### src/rtl/err_pkg.sv
// Shared types and defaults for the error collector and its log FIFO.
package err_pkg;

  typedef enum logic [1:0] {
    ERR_IDLE  = 2'd0,
    ERR_COUNT = 2'd1,
    ERR_HALT  = 2'd2
  } err_state_t;

  localparam int ERR_FAIL_DELAY_DEFAULT = 50;

endpackage

### src/rtl/err_log_fifo.sv
// Synchronous FIFO holding {src, ts} error log entries; flush outranks push and pop.
module err_log_fifo
  import err_pkg::*;
#(
  parameter int WIDTH = 19,
  parameter int DEPTH = 4
) (
  input  logic             clk,
  input  logic             rst_n,
  input  logic             flush_i,
  input  logic             push_i,
  input  logic             pop_i,
  input  logic [WIDTH-1:0] data_i,
  output logic [WIDTH-1:0] data_o,
  output logic             full_o,
  output logic             empty_o
);

  localparam int PTR_W = (DEPTH > 1) ? $clog2(DEPTH) : 1;
  localparam int CNT_W = PTR_W + 1;

  logic [WIDTH-1:0] mem_q [DEPTH];
  logic [WIDTH-1:0] mem_d [DEPTH];
  logic [PTR_W-1:0] wr_q, wr_d, rd_q, rd_d;
  logic [CNT_W-1:0] count_q, count_d;
  logic             do_push_s, do_pop_s;

  assign full_o  = (count_q == CNT_W'(DEPTH));
  assign empty_o = (count_q == {CNT_W{1'b0}});
  assign data_o  = mem_q[rd_q];

  // A push into a full FIFO is only taken when the head leaves in the same cycle.
  assign do_pop_s  = pop_i & ~empty_o;
  assign do_push_s = push_i & (~full_o | do_pop_s);

  // Next-state for storage, pointers and occupancy.
  always_comb begin
    mem_d   = mem_q;
    wr_d    = wr_q;
    rd_d    = rd_q;
    count_d = count_q;
    if (flush_i) begin
      wr_d    = {PTR_W{1'b0}};
      rd_d    = {PTR_W{1'b0}};
      count_d = {CNT_W{1'b0}};
    end else begin
      if (do_push_s) begin
        mem_d[wr_q] = data_i;
        wr_d        = wr_q + PTR_W'(1);
      end else begin
        wr_d = wr_q;
      end
      if (do_pop_s) begin
        rd_d = rd_q + PTR_W'(1);
      end else begin
        rd_d = rd_q;
      end
      if (do_push_s && !do_pop_s) begin
        count_d = count_q + CNT_W'(1);
      end else if (do_pop_s && !do_push_s) begin
        count_d = count_q - CNT_W'(1);
      end else begin
        count_d = count_q;
      end
    end
  end

  // State registers with synchronous active-low reset.
  always_ff @(posedge clk) begin
    if (!rst_n) begin
      mem_q   <= '{default: '0};
      wr_q    <= {PTR_W{1'b0}};
      rd_q    <= {PTR_W{1'b0}};
      count_q <= {CNT_W{1'b0}};
    end else begin
      mem_q   <= mem_d;
      wr_q    <= wr_d;
      rd_q    <= rd_d;
      count_q <= count_d;
    end
  end

endmodule

### src/rtl/err_collector.sv
// Logs timestamped checker error pulses and raises a sticky halt FAIL_DELAY cycles
// after the first accepted error.
module err_collector
  import err_pkg::*;
#(
  parameter int NUM_SRC    = 8,
  parameter int FAIL_DELAY = ERR_FAIL_DELAY_DEFAULT,
  parameter int LOG_DEPTH  = 4,
  parameter int TS_W       = 16,
  parameter int CNT_W      = 8
) (
  input  logic                       clk,
  input  logic                       rst_n,
  input  logic                       en_i,
  input  logic [NUM_SRC-1:0]         err_i,
  input  logic                       clr_i,
  output logic                       log_valid_o,
  input  logic                       log_ready_i,
  output logic [$clog2(NUM_SRC)-1:0] log_src_o,
  output logic [TS_W-1:0]            log_ts_o,
  output logic [CNT_W-1:0]           err_cnt_o,
  output logic                       overflow_o,
  output logic                       halt_pend_o,
  output logic                       halt_o
);

  localparam int SRC_W = $clog2(NUM_SRC);
  localparam int ENT_W = SRC_W + TS_W;
  localparam int DLY_W = (FAIL_DELAY > 1) ? $clog2(FAIL_DELAY + 1) : 1;
  localparam logic [CNT_W-1:0] CNT_MAX  = {CNT_W{1'b1}};
  localparam logic [DLY_W-1:0] DLY_INIT = (FAIL_DELAY > 0) ? DLY_W'(FAIL_DELAY - 1) : {DLY_W{1'b0}};

  // Lowest set bit wins when several checkers fire together.
  function automatic logic [SRC_W-1:0] lowest_src(input logic [NUM_SRC-1:0] v);
    lowest_src = {SRC_W{1'b0}};
    for (int i = NUM_SRC - 1; i >= 0; i--) begin
      if (v[i]) begin
        lowest_src = SRC_W'(i);
      end else begin
        lowest_src = lowest_src;
      end
    end
  endfunction

  err_state_t       state_q, state_d;
  logic [DLY_W-1:0] dly_q, dly_d;
  logic [TS_W-1:0]  ts_q, ts_d;
  logic [CNT_W-1:0] cnt_q, cnt_d;
  logic             ovf_q, ovf_d;

  logic             event_s, push_s, pop_s, log_full_s, log_empty_s;
  logic [ENT_W-1:0] head_s;

  assign event_s = en_i & (|err_i);
  assign push_s  = event_s & ~clr_i;
  assign pop_s   = ~log_empty_s & log_ready_i & ~clr_i;

  err_log_fifo #(
    .WIDTH (ENT_W),
    .DEPTH (LOG_DEPTH)
  ) u_log (
    .clk     (clk),
    .rst_n   (rst_n),
    .flush_i (clr_i),
    .push_i  (push_s),
    .pop_i   (pop_s),
    .data_i  ({lowest_src(err_i), ts_q}),
    .data_o  (head_s),
    .full_o  (log_full_s),
    .empty_o (log_empty_s)
  );

  // Timestamp, saturating counter, overflow flag and halt FSM next-state.
  always_comb begin
    ts_d    = ts_q + TS_W'(1);
    cnt_d   = cnt_q;
    ovf_d   = ovf_q;
    state_d = state_q;
    dly_d   = dly_q;
    if (clr_i) begin
      cnt_d   = {CNT_W{1'b0}};
      ovf_d   = 1'b0;
      state_d = ERR_IDLE;
      dly_d   = {DLY_W{1'b0}};
    end else begin
      if (event_s) begin
        if (cnt_q != CNT_MAX) begin
          cnt_d = cnt_q + CNT_W'(1);
        end else begin
          cnt_d = cnt_q;
        end
        if (log_full_s && !pop_s) begin
          ovf_d = 1'b1;
        end else begin
          ovf_d = ovf_q;
        end
      end else begin
        cnt_d = cnt_q;
      end
      case (state_q)
        ERR_IDLE: begin
          if (event_s && (FAIL_DELAY == 0)) begin
            state_d = ERR_HALT;
          end else if (event_s) begin
            state_d = ERR_COUNT;
            dly_d   = DLY_INIT;
          end else begin
            state_d = ERR_IDLE;
          end
        end
        ERR_COUNT: begin
          if (dly_q == {DLY_W{1'b0}}) begin
            state_d = ERR_HALT;
          end else begin
            dly_d = dly_q - DLY_W'(1);
          end
        end
        ERR_HALT: state_d = ERR_HALT;
        default:  state_d = ERR_IDLE;
      endcase
    end
  end

  // Registers; the timestamp is only cleared by reset.
  always_ff @(posedge clk) begin
    if (!rst_n) begin
      state_q <= ERR_IDLE;
      dly_q   <= {DLY_W{1'b0}};
      ts_q    <= {TS_W{1'b0}};
      cnt_q   <= {CNT_W{1'b0}};
      ovf_q   <= 1'b0;
    end else begin
      state_q <= state_d;
      dly_q   <= dly_d;
      ts_q    <= ts_d;
      cnt_q   <= cnt_d;
      ovf_q   <= ovf_d;
    end
  end

  assign log_valid_o            = ~log_empty_s;
  assign {log_src_o, log_ts_o}  = head_s;
  assign err_cnt_o              = cnt_q;
  assign overflow_o             = ovf_q;
  assign halt_pend_o            = (state_q == ERR_COUNT);
  assign halt_o                 = (state_q == ERR_HALT);

endmodule

### config.mk
export PLATFORM = sky130hd
export DESIGN_NAME = err_collector
export DESIGN_NICKNAME = d
export VERILOG_FILES = /design/src/rtl/err_pkg.sv /design/src/rtl/err_log_fifo.sv /design/src/rtl/err_collector.sv
export SDC_FILE = /design/constraint.sdc
export NUM_CORES = 1
export LEC_CHECK = 0
export CORE_MARGIN = 2
export CORE_UTILIZATION = 40
export CTS_CLUSTER_DIAMETER = 30
export DETAILED_ROUTE_END_ITERATION = 10
export SYNTH_ARGS = -nofsm -noshare
export SYNTH_HDL_FRONTEND = slang
export SYNTH_SLANG_ARGS = --single-unit
### constraint.sdc
create_clock -name clk -period 4.66 [get_ports clk]
set_input_delay 0.466 -clock clk [delete_from_list [all_inputs] [get_ports clk]]
set_output_delay 0.466 -clock clk [all_outputs]
set_load 0.01 [all_outputs]
# == Word-level counts from Yosys, hierarchy flattened ==
# Index checks and enable logic that the tools add are counted.
# word_totals
inputBits,13
out_inout_bits,31
wordCells,82
register_bits,116
# op_classes
reduce_logical,18
n_addsub,7
eq_ne,7
bitwise,13
order_cmp,3
muxes,22
# ops
cell,count
bitwise mux 76 bit,1
2-to-1 mux 19 bit,3
binary-select mux 19 bit (select 2 bit),1
demux 19 bit (select 2 bit),1
2-to-1 mux 3 bit,10
"adder 16 x 1 -> 16 bit, second input constant",1
2-to-1 mux 6 bit,2
case mux 6 bit (2 select lines),1
"adder 8 x 1 -> 8 bit, second input constant",1
"inequality test 8 bit, second input constant",1
OR reduction 8 bit,1
bitwise AND 1 bit,6
">= comparator 3 bit, second input constant",2
logical NOT 6 bit,1
inverter 2 -> 3 bit,2
case mux 2 bit (3 select lines),1
AND reduction 2 bit,3
"subtractor 6 x 1 -> 6 bit, second input constant",1
"adder 2 x 1 -> 2 bit, second input constant",2
logical AND 1 bit,4
"inequality test 2 bit, second input constant",2
inverter 1 bit,4
nonzero test 2 bit,2
"adder 3 x 1 -> 3 bit, second input constant",1
14 further kinds,16

# == Longest topological paths before layout ==
# Gate-level depths: netlist of run 1.
# logic_depth
depth_word,11
mapped_depth,9
mapped_depth_nobuf,9

# == Hierarchy ==
# Synthesis of run 1 repeated with hierarchy kept, for this count alone.
# unflattened
hier_cells,557
area_unflattened_um2,5466.5
# modules_own_cells
module,instances,area_per_inst_um2,cells_per_inst,seq_area_each_um2
err_log_fifo,1,3653.5,335,1661.6
err_collector,1,1813.0,222,660.6

# == Worst setup path before layout of run 1 ==
# OpenSTA, ideal clock, no wires.
# synth_timing
path_type,input-to-reg
startpoint,input err_i[1]
endpoint,register u_log.count_q[2]
setup_ns,0.071
slack_ns,2.133
path_stages,8
path_buffers,0
arrival_ns,2.456
t_required_ns,4.589
cell_sequence,nor4_2 a2111oi_4 ha_1 inv_1 fa_1 xor2_1 or3_1 a21oi_1
# synth_via
elab_chain_cells,7
elab_cells_between_ends,9
cone_classes,mux (1); bitwise (3); reduce/logical (5)
# synth_lines
element,line_no,rtl
"start, declared",err_collector.sv:15,"input logic [NUM_SRC-1:0] err_i,"
OR reduction 8 bit *,err_collector.sv:54,assign event_s = en_i & (|err_i);
bitwise AND 1 bit *,err_collector.sv:54,
bitwise AND 1 bit *,err_collector.sv:55,assign push_s = event_s & ~clr_i;
bitwise AND 1 bit *,err_log_fifo.sv:34,assign do_push_s = push_i & (~full_o | do_pop_s);
logical NOT 1 bit,err_log_fifo.sv:60,end else if (do_pop_s && !do_push_s) begin
logical AND 1 bit,err_log_fifo.sv:60,
nonzero test 2 bit (no source line),--,
"end signal, assigned",err_log_fifo.sv:74,count_q <= {CNT_W{1'b0}};
"end signal, assigned",err_log_fifo.sv:79,count_q <= count_d;
"end, declared",err_log_fifo.sv:25,"logic [CNT_W-1:0] count_q, count_d;"
# Mark *: on every way between the ends. The rest lies on a longest branch, timed or not.
# A chain may end at the register's enable or synchronous reset.

# == Worst setup path after layout of run 1 ==
# layout_timing
startpoint,register u_log.rd_q[1]
endpoint,output log_ts_o[4]
# layout_via
elab_chain_cells,4
# layout_lines
element,line_no,rtl
"start, declared",err_log_fifo.sv:24,"logic [PTR_W-1:0] wr_q, wr_d, rd_q, rd_d;"
"start signal, assigned",err_log_fifo.sv:73,rd_q <= {PTR_W{1'b0}};
"start signal, assigned",err_log_fifo.sv:78,rd_q <= rd_d;
inverter 2 -> 3 bit (not written as such),err_log_fifo.sv:30,assign data_o = mem_q[rd_q];
binary-select mux 19 bit (select 2 bit),err_log_fifo.sv:30,
2-to-1 mux 19 bit (not written as such) (2 in a row),err_log_fifo.sv:30,
"end, declared",err_collector.sv:20,"output logic [TS_W-1:0] log_ts_o,"
# No other way between the ends. The select of a mux whose other input is x is not followed.

==> impl_metrics.csv, run 1 <==
group,metric,value,unit
status,status,"finished, final reports clean",
global_route,grt.overflow.total,0,
sta,post-route-min-period,3.11,ns
layout,drive_above_1_share,14.4,%
synth,async_reset_ff_share,0,%
synth,syn_nets,555,
critical_path,cp.arrival,2.64,ns
global_route,track_usage,16.6,%
global_route,grt_pass1_wl,17.5,mm
synth,synth_top_area_share,45.3,%
sta,fin_setup_tns,0,ns
global_route,grt_pass1_vias,3686,
critical_path,start_kind,"register",
synth,netlist_instances,529,
layout,syn_to_final_growth,20.8,%
cts,postCtsSetupRepairBufs,0,
sta,maxSlewViolCount,0,
power_and_ir_drop,p_int,1.96,mW
sta,period_share,66.7,%
layout,final_cell_mix,"dfxtp_1, nand3_1, clkdlybuf4s50_1, o21ai_1, o21ai_0",
routing,vias_per_cell,5.19,
synth,synth_area_leaders,"dfxtp_1, nand3_1, mux4_2",
cts,hold_buffers,0,
sta,rsz0062_at_grt,"no",
synth,netlist_area,5130,um2
sta,clock_skew,0.00681,ns
routing,routed_wl,10.5,mm
worst_hold_path,hold_class,"register to register",
cts,cts.htree.levels,4,
power_and_ir_drop,vdd_drop_max,0.210,mV
synth,ys_warn_count,0,
sta,slew_headroom,38.1,%
routing,drc,0,
synth,seq_area_frac_synth,45.3,%
critical_path,required,4.19,ns
routing,ant_nets,0,
power_and_ir_drop,power.density,400,nW/um2
synth,synth_edf_count,0,
routing,routedWlPerCell,14.1,um
routing,drt-initial-drc-count,252,
cts,clock_sinks,116,
cts,clk_pin_slew_worst_paths,0.05,ns
layout,nets,585,
synth,ys_ff_latch,116,
floorplan,initial_utilization,40.8,%
cts,cts_resized,0,
layout,final_common_cell,"dfxtp_1",
layout,antenna_cells,0,
sta,tightest_slew,0.929,ns
cts,cts_buffers,17,
synth,synth_cell_types,50,
global_route,grt_start_max_net_pins,57,
cts,clk_latency,0.41,ns
critical_path,worstSetupPathType,"register to primary output",
routing,via_count,3859,
synth,syn_area_per_cell,9.69,um2
synth,ys.flop_type,"dfxtp_1",
place,place_hpwl,6.86,mm
floorplan,die-area,13700,um2
global_route,antenna_found_initial,0,
sta,fmax,322,MHz
sta,setup_viol,0,
floorplan,die_w,117,um
cts,clk_path_buf_depth,2,
critical_path,cp-end-kind,"primary output",
power_and_ir_drop,pwr-share-comb,4.6,%
power_and_ir_drop,p_leak,2.13,nW
floorplan,boundaryPins,44,
floorplan,row_count,41,
cts,cts_tree,"yes",
critical_path,path_max_fanout,14,
sta,hold_violations,0,
power_and_ir_drop,seqPwrFrac,40.9,%
place,gp_congestion,0.855,
cts,cts_root_buf,"clkbuf_16",
synth,synth_top_cell_by_area,"dfxtp_1",
floorplan,die_height,117,um
power_and_ir_drop,clkPwrFrac,54.4,%
power_and_ir_drop,power.share.switching,20.7,%
power_and_ir_drop,p_sw,512,uW
power_and_ir_drop,finalPower,2.47,mW
flow_run,maxCapViolations,0,
place,port_buffers,43,
routing,first_pass_iters,4,
floorplan,coreArea,12600,um2
==> worst max-delay path: stages, from the launching register on <==
cell	delay [ns]
dfxtp_1	0.86
buf_4	0.33
mux4_2	0.55
clkdlybuf4s50_1	0.50
==> power by group through the flow <==
stage	registers, mW	logic, mW	clock network (mW)
6_report	1.01	0.115	1.35
5_1_grt	1.01	0.129	1.43
4_1_cts	1.01	0.116	1.37
3_5_place_dp	1.03	0.115	0
3_3_place_gp	1.03	0.112	0
2_1_floorplan	1.03	0.0831	0
==> kinds of logic (layout without fill, tap and decap cells) <==
logic type               Yosys count  count (layout)  synth area share (%)
flip-flops                       116             116                  45.3
AO/OA/AOI/OAI                    112             112                  13.6
multiplexers                      22              22                  8.93
XOR/XNOR                          23              23                  3.93
buffers and inverters             51              93                  5.35
AND/OR/NAND/NOR                  192             192                  19.6
adder cells (fa/ha/maj)           13              13                  3.32
==> path summary, 6_finish.rpt <==
check | from | endpoint | slack [ns] | cells after the start
max reg2reg | u_log.count_q[0] | u_log.count_q[2] | 1.98 | 8
min reg2reg | u_log.mem_q[32] | u_log.mem_q[32] | 0.46 | 2
max | u_log.rd_q[1] | log_ts_o[4] | 1.55 | 3
min | u_log.mem_q[32] | u_log.mem_q[32] | 0.46 | 2
==> stage by stage <==
stage	setup WS, ns	hold slack, ns	util, %	cells	instance area, um2
floorplan	2.13	0.434	-	529	5130
global placement	1.47	0.445	44.4	712	5580
detailed placement	1.36	0.454	44.4	712	5580
CTS	1.51	0.461	49.3	743	6190
global route	1.39	0.482	49.3	743	6190
finish	1.55	0.460	49.3	743	6190
==> final cells by class <==
type,instances,area (um2)
repair buffers,46,448
clock inverters,10,155
clock buffers,21,460
multi-input cells,362,2530
inverters,16,60.1
fillers,1181,6380
flip-flops and latches,116,2320
well taps,172,215
==> layer usage <==
metal / up-vias / track usage, % / share of wire, %
met5: - / 0 / 0
met2: 79 / 25.1 / 46
met4: 0 / 7.45 / 1.8
li1: 1969 / - / -
met3: 16 / 5.20 / 4.4
met1: 1795 / 21.8 / 48
==> registers in the layout (all words and copies together), names as in the netlist <==
signal         cells
u_log.count_q      3
state_q            2
u_log.mem_q       76
u_log.wr_q         2
err_cnt_o          8
dly_q              6
overflow_o         1
ts_q              16
u_log.rd_q         2
==> cells in the mapped netlist (9+ instances only) <==
library cell,number
dfxtp_1,116
nand3_1,86
o21ai_1,36
o21ai_0,33
nand2_1,25
nor2_1,25
mux4_2,19
o21ai_2,19
clkbuf_1,18
inv_1,16
xor2_1,13
ha_1,12
xnor2_1,10
and2_1,9
nor3_1,9
Note: power is estimated with default switching activity, not from simulation.
==> inputs of run 2 (changes only) <==
==> constraint.sdc (replaced) <==
create_clock -name clk -period 2.9 [get_ports clk]
set_input_delay 0.29 -clock clk [delete_from_list [all_inputs] [get_ports clk]]
set_output_delay 0.29 -clock clk [all_outputs]
set_load 0.01 [all_outputs]
==> run 2 against run 1 <==
  * Final cell count rose by 1.5%
  * Sequential share of layout area fell by 0.67 points
  * Die area did not move
  * Combinational power rose by 68%
  * Non-clock buffer count rose by 10
  * Clock power rose by 63%
  * Sequential cell count did not move
  * Largest cell class unchanged
  * Wire length rose by 2.3%
==> impl_metrics.csv, run 2 (synthesized netlist as in run 1, its figures left out) <==
group,metric,value,unit
routing,ant_nets,0,
floorplan,coreArea,12600,um2
worst_hold_path,hold_class,"register to register",
cts,hold_buffers,0,
cts,cts.htree.levels,4,
cts,cts_buffers,17,
routing,via_count,3907,
layout,drive_above_1_share,15.8,%
layout,final_cell_mix,"dfxtp_1, nand3_1, clkdlybuf4s50_1, o21ai_1, o21ai_0",
status,status,"finished, final reports clean",
routing,first_pass_iters,4,
place,gp_congestion,0.820,
critical_path,cp-endpoint,"u_log.count_q[2]",
power_and_ir_drop,p_leak,2.19,nW
sta,hold_violations,0,
sta,maxSlewViolCount,0,
sta,setup_viol,0,
critical_path,required,3.23,ns
layout,syn_to_final_growth,23.0,%
layout,antenna_cells,0,
cts,clk_pin_slew_worst_paths,0.05,ns
cts,cts_resized,0,
sta,post-route-min-period,2.44,ns
cts,postCtsSetupRepairBufs,0,
global_route,track_usage,17.1,%
sta,clock_skew,0.00628,ns
layout,largest-register,"u_log.mem_q",
routing,drc,0,
critical_path,cp.arrival,2.77,ns
place,port_buffers,43,
power_and_ir_drop,vdd_drop_max,0.304,mV
place,place_hpwl,7.21,mm
power_and_ir_drop,power.density,638,nW/um2
global_route,grt_pass1_vias,3753,
critical_path,worstReg2RegStart,"u_log.count_q[0]",
worst_hold_path,hold_depth,2,
sta,setup_ws,0.457,ns
floorplan,boundaryPins,44,
sta,slew_headroom,38.6,%
critical_path,start_kind,"register",
routing,routedWlPerCell,14.2,um
critical_path,r2r_slack,0.46,ns
sta,fin_setup_tns,0,ns
routing,vias_per_cell,5.18,
floorplan,die-area,13700,um2
global_route,grt_pass1_wl,18.0,mm
flow_run,maxCapViolations,0,
sta,period_share,84.2,%
layout,largest_reg_flops,76,
critical_path,worstSetupPathType,"register to register",
cts,clock_sinks,116,
floorplan,die_height,117,um
layout,fin_util,50.2,%
floorplan,die_w,117,um
floorplan,row_count,41,
global_route,grt_start_max_net_pins,62,
global_route,antenna_found_initial,0,
place,pre_cts_slack,0.134,ns
critical_path,r2r_end,"u_log.count_q[2]",
critical_path,critPathLaunch,"u_log.count_q[0]",
routing,routed_wl,10.7,mm
layout,final_common_cell,"dfxtp_1",
power_and_ir_drop,finalPower,4.02,mW
layout,nets,595,
sta,tightest_slew,0.921,ns
critical_path,cp-end-kind,"register",
cts,clk_path_buf_depth,2,
cts,cts_root_buf,"clkbuf_16",
critical_path,path_max_fanout,4,
critical_path,rr_worst_depth,9,
sta,rsz0062_at_grt,"no",
floorplan,initial_utilization,40.8,%
cts,clk_latency,0.41,ns
global_route,grt.overflow.total,0,
sta,fmax,409,MHz
cts,cts_tree,"yes",
routing,drt-initial-drc-count,242,
-- run 2: worst min-delay path by stage --
| stage | start | endpoint | slack (ns) |
|---|---|---|---|
| detailed placement | u_log.mem_q[9] | u_log.mem_q[9] | 0.45 |
| global route | u_log.mem_q[9] | u_log.mem_q[9] | 0.47 |
| global placement | u_log.mem_q[58] | u_log.mem_q[58] | 0.44 |
| CTS | u_log.mem_q[9] | u_log.mem_q[9] | 0.46 |
| finish | u_log.mem_q[35] | u_log.mem_q[35] | 0.45 |
| floorplan | u_log.mem_q[28] | u_log.mem_q[28] | 0.43 |
-- run 2: layout make-up --
| type | count | area [um2] |
|---|---|---|
| clock buffers | 23 | 478 |
| well taps | 172 | 215 |
| multi-input cells | 362 | 2530 |
| repair buffers | 56 | 548 |
| flip-flops and latches | 116 | 2320 |
| clock inverters | 9 | 150 |
| fillers | 1182 | 6260 |
| inverters | 16 | 60.1 |
-- run 2: layer usage --
layer / wire (um) / GRT usage, %
met3: 327 / 4.53
met5: 0 / 0
met4: 196 / 7.53
met2: 5120 / 27.8
met1: 5070 / 21.6
-- run 2: report_power, final --
group / switching [mW] / internal, mW / total, mW
logic: 0.115 / 0.0787 / 0.193
registers: 0.0157 / 1.61 / 1.63
clock network: 0.702 / 1.50 / 2.20
-- run 2: critical path: stages (launching register included) --
cell and delay (ns):
dfxtp_1 0.36, or3_1 0.39, and3b_1 0.23, inv_1 0.07
ha_1 0.18, inv_1 0.07, fa_1 0.43, xor2_1 0.18
or3_1 0.31, a21oi_1 0.14
-- run 2: stage by stage --
stage	hold WS (ns)	std cells	instance area, um2
global placement	0.444	722	5680
CTS	0.458	754	6300
global route	0.471	754	6300
finish	0.455	754	6300
floorplan	0.434	529	5130
detailed placement	0.451	722	5680
